## src/rtl/axis_src_pkg.sv

```systemverilog
// Shared types, constants and LFSR helpers for the AXI4-Stream test pattern source.
package axis_src_pkg;

    typedef enum logic [1:0] {
        IDLE = 2'd0,
        SEND = 2'd1,
        DONE = 2'd2
    } state_t;

    typedef enum logic [1:0] {
        MODE_RAMP    = 2'd0,
        MODE_CONST   = 2'd1,
        MODE_LFSR    = 2'd2,
        MODE_CHECKER = 2'd3
    } mode_t;

    localparam int PIX_W        = 8;
    localparam int PIX_PER_BEAT = 4;
    localparam int BEAT_W       = PIX_W * PIX_PER_BEAT;

    localparam logic [BEAT_W-1:0] LFSR_TAPS = 32'h8020_0003;
    localparam logic [BEAT_W-1:0] CHK_EVEN  = 32'h00FF_00FF;
    localparam logic [BEAT_W-1:0] CHK_ODD   = 32'hFF00_FF00;

    // One Galois step: shift right, fold the taps back in when a 1 falls out.
    function automatic logic [BEAT_W-1:0] lfsr_step(input logic [BEAT_W-1:0] s);
        logic [BEAT_W-1:0] r;
        r = s >> 1;
        if (s[0]) begin
            r = r ^ LFSR_TAPS;
        end
        return r;
    endfunction

    // An all-zero LFSR would lock up, so a zero seed starts from 1 instead.
    function automatic logic [BEAT_W-1:0] lfsr_seed(input logic [BEAT_W-1:0] s);
        return (s == '0) ? {{(BEAT_W-1){1'b0}}, 1'b1} : s;
    endfunction

endpackage

```

## src/rtl/pattern_word_gen.sv

```systemverilog
// Combinational beat generator: produces the word for a given beat index and
// the LFSR state that goes with it.
module pattern_word_gen
    import axis_src_pkg::*;
#(
    parameter int LEN_W = 16
) (
    input  mode_t             mode,
    input  logic [LEN_W-1:0]  beat_idx,
    input  logic [BEAT_W-1:0] seed,
    input  logic [BEAT_W-1:0] lfsr_state,
    output logic [BEAT_W-1:0] word,
    output logic [BEAT_W-1:0] lfsr_next
);

    // Pattern select; RAMP only needs the low 6 index bits since 64 beats cover 256 pixel values.
    always_comb begin
        word      = '0;
        lfsr_next = lfsr_state;
        case (mode)
            MODE_RAMP: begin
                for (int k = 0; k < PIX_PER_BEAT; k++) begin
                    word[k*PIX_W +: PIX_W] = {beat_idx[5:0], 2'(k)};
                end
            end
            MODE_CONST: begin
                word = seed;
            end
            MODE_LFSR: begin
                if (beat_idx == '0) begin
                    word = lfsr_seed(seed);
                end else begin
                    word = lfsr_step(lfsr_state);
                end
                lfsr_next = word;
            end
            MODE_CHECKER: begin
                word = beat_idx[0] ? CHK_ODD : CHK_EVEN;
            end
            default: begin
                word = '0;
            end
        endcase
    end

endmodule

```

## src/rtl/axis_pattern_source.sv

```systemverilog
// AXI4-Stream master emitting fixed-length test frames (RAMP/CONST/LFSR/CHECKER).
//
//   state | meaning
//   IDLE  | waiting for start; frame parameters latched on start
//   SEND  | beats presented, one per handshake; last beat flagged
//   DONE  | frame finished; done pulses for one cycle, then back to IDLE
module axis_pattern_source
    import axis_src_pkg::*;
#(
    parameter int DATA_WIDTH = 32,
    parameter int LEN_W      = 16
) (
    input  logic                  axi_clk,
    input  logic                  axi_reset_n,
    input  logic                  start,
    input  logic [1:0]            mode,
    input  logic [LEN_W-1:0]      num_beats,
    input  logic [DATA_WIDTH-1:0] seed,
    output logic                  busy,
    output logic                  done,
    output logic                  m_axis_valid,
    output logic [DATA_WIDTH-1:0] m_axis_data,
    output logic                  m_axis_last,
    input  logic                  m_axis_ready
);

    localparam logic [LEN_W-1:0] ONE = {{(LEN_W-1){1'b0}}, 1'b1};

    state_t                state;
    mode_t                 mode_q;
    logic [LEN_W-1:0]      num_q;
    logic [LEN_W-1:0]      idx_q;
    logic [DATA_WIDTH-1:0] seed_q;
    logic [DATA_WIDTH-1:0] lfsr_q;

    logic                  handshake;
    logic [LEN_W-1:0]      idx_next;
    mode_t                 gen_mode;
    logic [LEN_W-1:0]      gen_idx;
    logic [DATA_WIDTH-1:0] gen_seed;
    logic [DATA_WIDTH-1:0] gen_word;
    logic [DATA_WIDTH-1:0] gen_lfsr_next;

    assign handshake = m_axis_valid && m_axis_ready;
    assign idx_next  = idx_q + ONE;

    // In IDLE the generator looks at the live inputs to build beat 0; afterwards it uses the latched copies.
    always_comb begin
        gen_mode = mode_q;
        gen_idx  = idx_next;
        gen_seed = seed_q;
        if (state == IDLE) begin
            gen_mode = mode_t'(mode);
            gen_idx  = '0;
            gen_seed = seed;
        end
    end

    pattern_word_gen #(
        .LEN_W(LEN_W)
    ) u_gen (
        .mode       (gen_mode),
        .beat_idx   (gen_idx),
        .seed       (gen_seed),
        .lfsr_state (lfsr_q),
        .word       (gen_word),
        .lfsr_next  (gen_lfsr_next)
    );

    // Frame FSM with all stream and status outputs registered.
    always_ff @(posedge axi_clk or negedge axi_reset_n) begin
        if (!axi_reset_n) begin
            state        <= IDLE;
            mode_q       <= MODE_RAMP;
            num_q        <= '0;
            idx_q        <= '0;
            seed_q       <= '0;
            lfsr_q       <= '0;
            busy         <= 1'b0;
            done         <= 1'b0;
            m_axis_valid <= 1'b0;
            m_axis_data  <= '0;
            m_axis_last  <= 1'b0;
        end else begin
            case (state)
                IDLE: begin
                    done <= 1'b0;
                    if (start) begin
                        busy <= 1'b1;
                        if (num_beats != '0) begin
                            mode_q       <= mode_t'(mode);
                            num_q        <= num_beats;
                            seed_q       <= seed;
                            idx_q        <= '0;
                            lfsr_q       <= gen_lfsr_next;
                            m_axis_valid <= 1'b1;
                            m_axis_data  <= gen_word;
                            m_axis_last  <= (num_beats == ONE);
                            state        <= SEND;
                        end else begin
                            state <= DONE;
                        end
                    end
                end
                SEND: begin
                    if (handshake) begin
                        if (m_axis_last) begin
                            m_axis_valid <= 1'b0;
                            m_axis_last  <= 1'b0;
                            busy         <= 1'b0;
                            done         <= 1'b1;
                            state        <= DONE;
                        end else begin
                            idx_q       <= idx_next;
                            lfsr_q      <= gen_lfsr_next;
                            m_axis_data <= gen_word;
                            m_axis_last <= (idx_next == num_q - ONE);
                        end
                    end
                end
                DONE: begin
                    // A zero-length frame arrives here with done still low and busy high,
                    // so it spends one extra cycle raising done.
                    if (done) begin
                        done  <= 1'b0;
                        state <= IDLE;
                    end else begin
                        done <= 1'b1;
                        busy <= 1'b0;
                    end
                end
                default: begin
                    state <= IDLE;
                end
            endcase
        end
    end

endmodule

```

## config.mk

```make
export PLATFORM = sky130hd
export DESIGN_NAME = axis_pattern_source
export DESIGN_NICKNAME = d
export VERILOG_FILES = /design/src/rtl/axis_src_pkg.sv /design/src/rtl/pattern_word_gen.sv /design/src/rtl/axis_pattern_source.sv
export SDC_FILE = /design/constraint.sdc
export NUM_CORES = 1
export LEC_CHECK = 0
export ABC_AREA = 1
export BUFFER_PORTS_ARGS = -buffer_cell sky130_fd_sc_hd__buf_2
export CORE_MARGIN = 1
export CORE_UTILIZATION = 45
export CTS_BUF_LIST = sky130_fd_sc_hd__clkbuf_16
export CTS_CLUSTER_DIAMETER = 80
export CTS_CLUSTER_SIZE = 40
export DETAILED_ROUTE_END_ITERATION = 7
export PLACE_DENSITY = 0.61
export SLEW_MARGIN = 30
export SYNTH_ARGS = -nofsm -noshare
export SYNTH_HDL_FRONTEND = slang
export SYNTH_SLANG_ARGS = --single-unit
```

## constraint.sdc

```tcl
create_clock -name axi_clk -period 3.3 [get_ports axi_clk]
set_clock_uncertainty 0.15 [all_clocks]
set_input_delay 0.33 -clock axi_clk [delete_from_list [all_inputs] [get_ports axi_clk]]
set_output_delay 0.33 -clock axi_clk [all_outputs]
set_load 0.02 [all_outputs]
```

==> impl_results.md <==
- Post-DR wirelength/cell: 15.36 um
- Async set-or-reset flop fraction in the synthesized netlist: 100.0%
- Row count: 49
- DR iter-0 viols: 660
- CTS tree: built
- DRC Markers: 16
- Post-Syn Area per Cell: 6.742 um2
- Post-synth top area share: 40.84%
- Largest net degree at the start of global routing: 89
- Crit share post-route: 89.23%
- Reg-to-Reg Start: state[0]
- Number of synthesized flops with an enable pin: 0
- Vias in the first global route: 7,377
- Reg-to-reg critical path endpoint: m_axis_data[28]
- CP max stage cell: dfrtp_1
- Tmin final: 2.945 ns
- Via density: 5.171
- Least-Margin Pin Slew: 0.8443 ns
- Worst Hold Launch: seed[25]
- Worst reg2reg path depth: 14
- Worst Slack Setup Final: 0.3553 ns
- Post-Syn Nets: 1,296
- CP startpoint: state[0]
- Critical Path RT: 3.52 ns
- Post-DRT Antenna Nets: 0
- RSZ-0062 raised after global routing: no
- P_leak: 5.275 nW
- Number of port buffers: 89
- CTS clk-pin slew, worst paths: 0.06 ns
- CP Cell Sequence: inv_1 > ha_1 > inv_1 > buf_4 > nand3_1 > nand3_1 > nor2_4 > nand3_2 > buf_4 > nand2_1 > nand3_1 > nand2_1 > nand2_1 > nand2_1
- Rel. slew slack: 43.71%
- CP Buf/Inv Count: 4
- Die Area: 19,070 um2
- Status: complete, but fails checks
- Max Clk Rate: 339.6 MHz
- Crit path capture: m_axis_data[28]
- Top_reg_cell synth: dfrtp_1
- Die extent in y: 138.1 um
- Initial antenna violation count: 0
- Cell Area, Synth: 8333 um2
- First-pass DRT Iterations: 8
- Placed inst area: 9054 um2
- Resized Gates After CTS: 0
- CTS Root Cell: clkbuf_16
- Multi-input logic area: 3961 um2
- Filler cell count: 1,813
- GPL Wtd Cong: 0.8718
- Startpoint Class: register
- Yosys reg bits: 136
- Worst-Skew Late Latency: 0.42 ns
- Die width: 138.1 um
- Register area: 3403 um2
- Grt ovf: 0
- Setup-failing EPs final: 0
- Gate Count Post-Synth: 1,236
- First-pass GRT wire length: 39,470 um
- Synth area leader: dfrtp_1
- Layout Nets: 1,379
- Sum of negative setup slack: 0 ns
- CTS Buffer Depth: 2
- CP Depth: 14
- R2r setup slk: 0.36 ns
- Setup CP Type: register to register
- Share of layout cells above drive strength 1: 12.47%
- Effective utilization at floorplan: 46.07%
- Total Routing Usage GR: 26.33%
- Worst Hold Depth: 3
- Final hold violations: 0
- Overall Power: 3.556 mW
- Via Count: 8,066
- Setup bufs post-CTS: 0
- Ys Warns: 0
- Worst Setup End Kind: register
- Hold crit path type: primary input to register
- Post-synth cell types: 33
- Crit-path max cell delay: 0.40 ns
- TritonCTS buffer count: 17
- Area of the core: 18,090 um2
- Crit Path Max Fanout: 19
- Slew Viols, Final: 0
- I/O Pins: 90
- Crit path DAT: 3.16 ns
- HPWL after DPL: 17,560 um
- CP most frequent cell: nand2_1
- Pwr Density: 369.0 nW/um2
- Design area: 9637 um2
- Largest cells by area after synthesis: dfrtp_1 (41%), nand2_1 (18%), inv_1 (8.5%)
- ANT cells: 0
- Maxcap violations: 0
- H-tree levels: 4
- CP top delay family: simple AND/OR/NAND/NOR gates
- Failing checks: design-rule violations
- Final WL: 23,960 um
- Worst slack at placement: 0.3690 ns
- CTS Sinks: 136
- Hold Buf Count CTS: 4
- Area delta synth->final: 15.65%
- Register area share after synthesis: 40.84%
- Fin util: 53.28%
- Peak supply drop: 360.3 uV
==> layout make-up <==
class / instances / share of cell area [%]
tap: 229 / 2.973
clock buffer: 17 / 4.414
timing repair buffer: 117 / 7.362
sequential: 136 / 35.32
multi-input combinational: 853 / 41.11
clock inverter: 14 / 1.220
inverter: 194 / 7.608
==> placed cells by master (no fill, tap or decap), types with 3 or more instances in the layout <==
| cell type | n |
|---|---|
| nand2_1 | 405 |
| clkinv_1 | 5 |
| nor2_2 | 7 |
| nor3_1 | 5 |
| nand3_1 | 94 |
| or2_2 | 4 |
| a21oi_1 | 21 |
| and2_1 | 3 |
| nand4_1 | 48 |
| clkinv_2 | 3 |
| buf_12 | 3 |
| a31oi_1 | 3 |
| clkbuf_16 | 17 |
| xor2_1 | 9 |
| nor2_1 | 84 |
| o22ai_1 | 11 |
| dfrtp_1 | 136 |
| inv_1 | 191 |
| dlygate4sd3_1 | 4 |
| inv_2 | 4 |
| o21ai_1 | 11 |
| nor2_4 | 4 |
| xnor2_1 | 11 |
| buf_4 | 21 |
| nand3_2 | 3 |
| ha_1 | 6 |
| mux2_2 | 4 |
| o21ai_0 | 113 |
| buf_2 | 88 |
==> through the flow <==
step                      std cells  hold slack, ns
after floorplan                1236         -0.1156
after global placement         1525          0.3141
after detailed placement       1525          0.3139
after CTS                      1560       0.0002388
after global routing           1560         0.02158
final                          1560         0.01210
==> cell families (layout without fill, tap and decap cells) <==
| logic type | Yosys count | count (layout) | share of synthesized area [%] |
|---|---|---|---|
| flip-flops | 136 | 136 | 40.84 |
| multiplexers | 4 | 4 | 0.5405 |
| buffers and inverters | 247 | 342 | 11.71 |
| AND/OR/NAND/NOR | 659 | 659 | 33.59 |
| AO/OA/AOI/OAI | 164 | 164 | 10.32 |
| adder cells (fa/ha/maj) | 6 | 6 | 0.9009 |
| XOR/XNOR | 20 | 20 | 2.102 |
==> power by group <==
group	leakage (nW)	internal [mW]	switching, mW
Clock	0.272	1.08	0.712
Sequential	1.68	1.67	0
Combinational	3.33	0.0326	0.0601
==> routing by layer <==
| layer | vias up | share of wire (%) | GRT usage (%) |
|---|---|---|---|
| met4 | 0 | 1.6 | 7.983 |
| li1 | 4072 | - | - |
| met1 | 3709 | 50 | 39.99 |
| met2 | 257 | 42 | 37.67 |
| met5 | - | 0 | 0 |
| met3 | 28 | 7.2 | 4.988 |
==> registers in the layout, indices dropped and copies added (netlist names) <==
name	flops
lfsr_q	32
m_axis_data	32
seed_q	32
idx_q	16
num_q	16
mode_q	2
state	2
busy	1
done	1
m_axis_last	1
m_axis_valid	1
==> cell usage after synthesis (all sizes together) (5+ instances only) <==
library cell,n
nor3,5
o21ai,124
dfrtp,136
xor2,9
nand3,97
inv,193
buf,30
nand2,406
nor2,95
o22ai,11
xnor2,11
a21oi,21
ha,6
clkbuf,23
nand4,48
==> tightest hold or removal path: cells and delay by family <==
| family | cells | cell delay, ns |
|---|---|---|
| compound gates | 1 | 0.07 |
| buf+inv | 2 | 0.14 |
==> worst min path at each step <==
stage | endpoint | slack (ns)
after floorplan | busy | -0.12
after global placement | m_axis_data[9] | 0.31
after detailed placement | m_axis_data[0] | 0.31
after CTS | seed_q[25] | 0.0002
after global routing | seed_q[7] | 0.02
final | seed_q[25] | 0.01
Power figures use the tool's default switching activity.
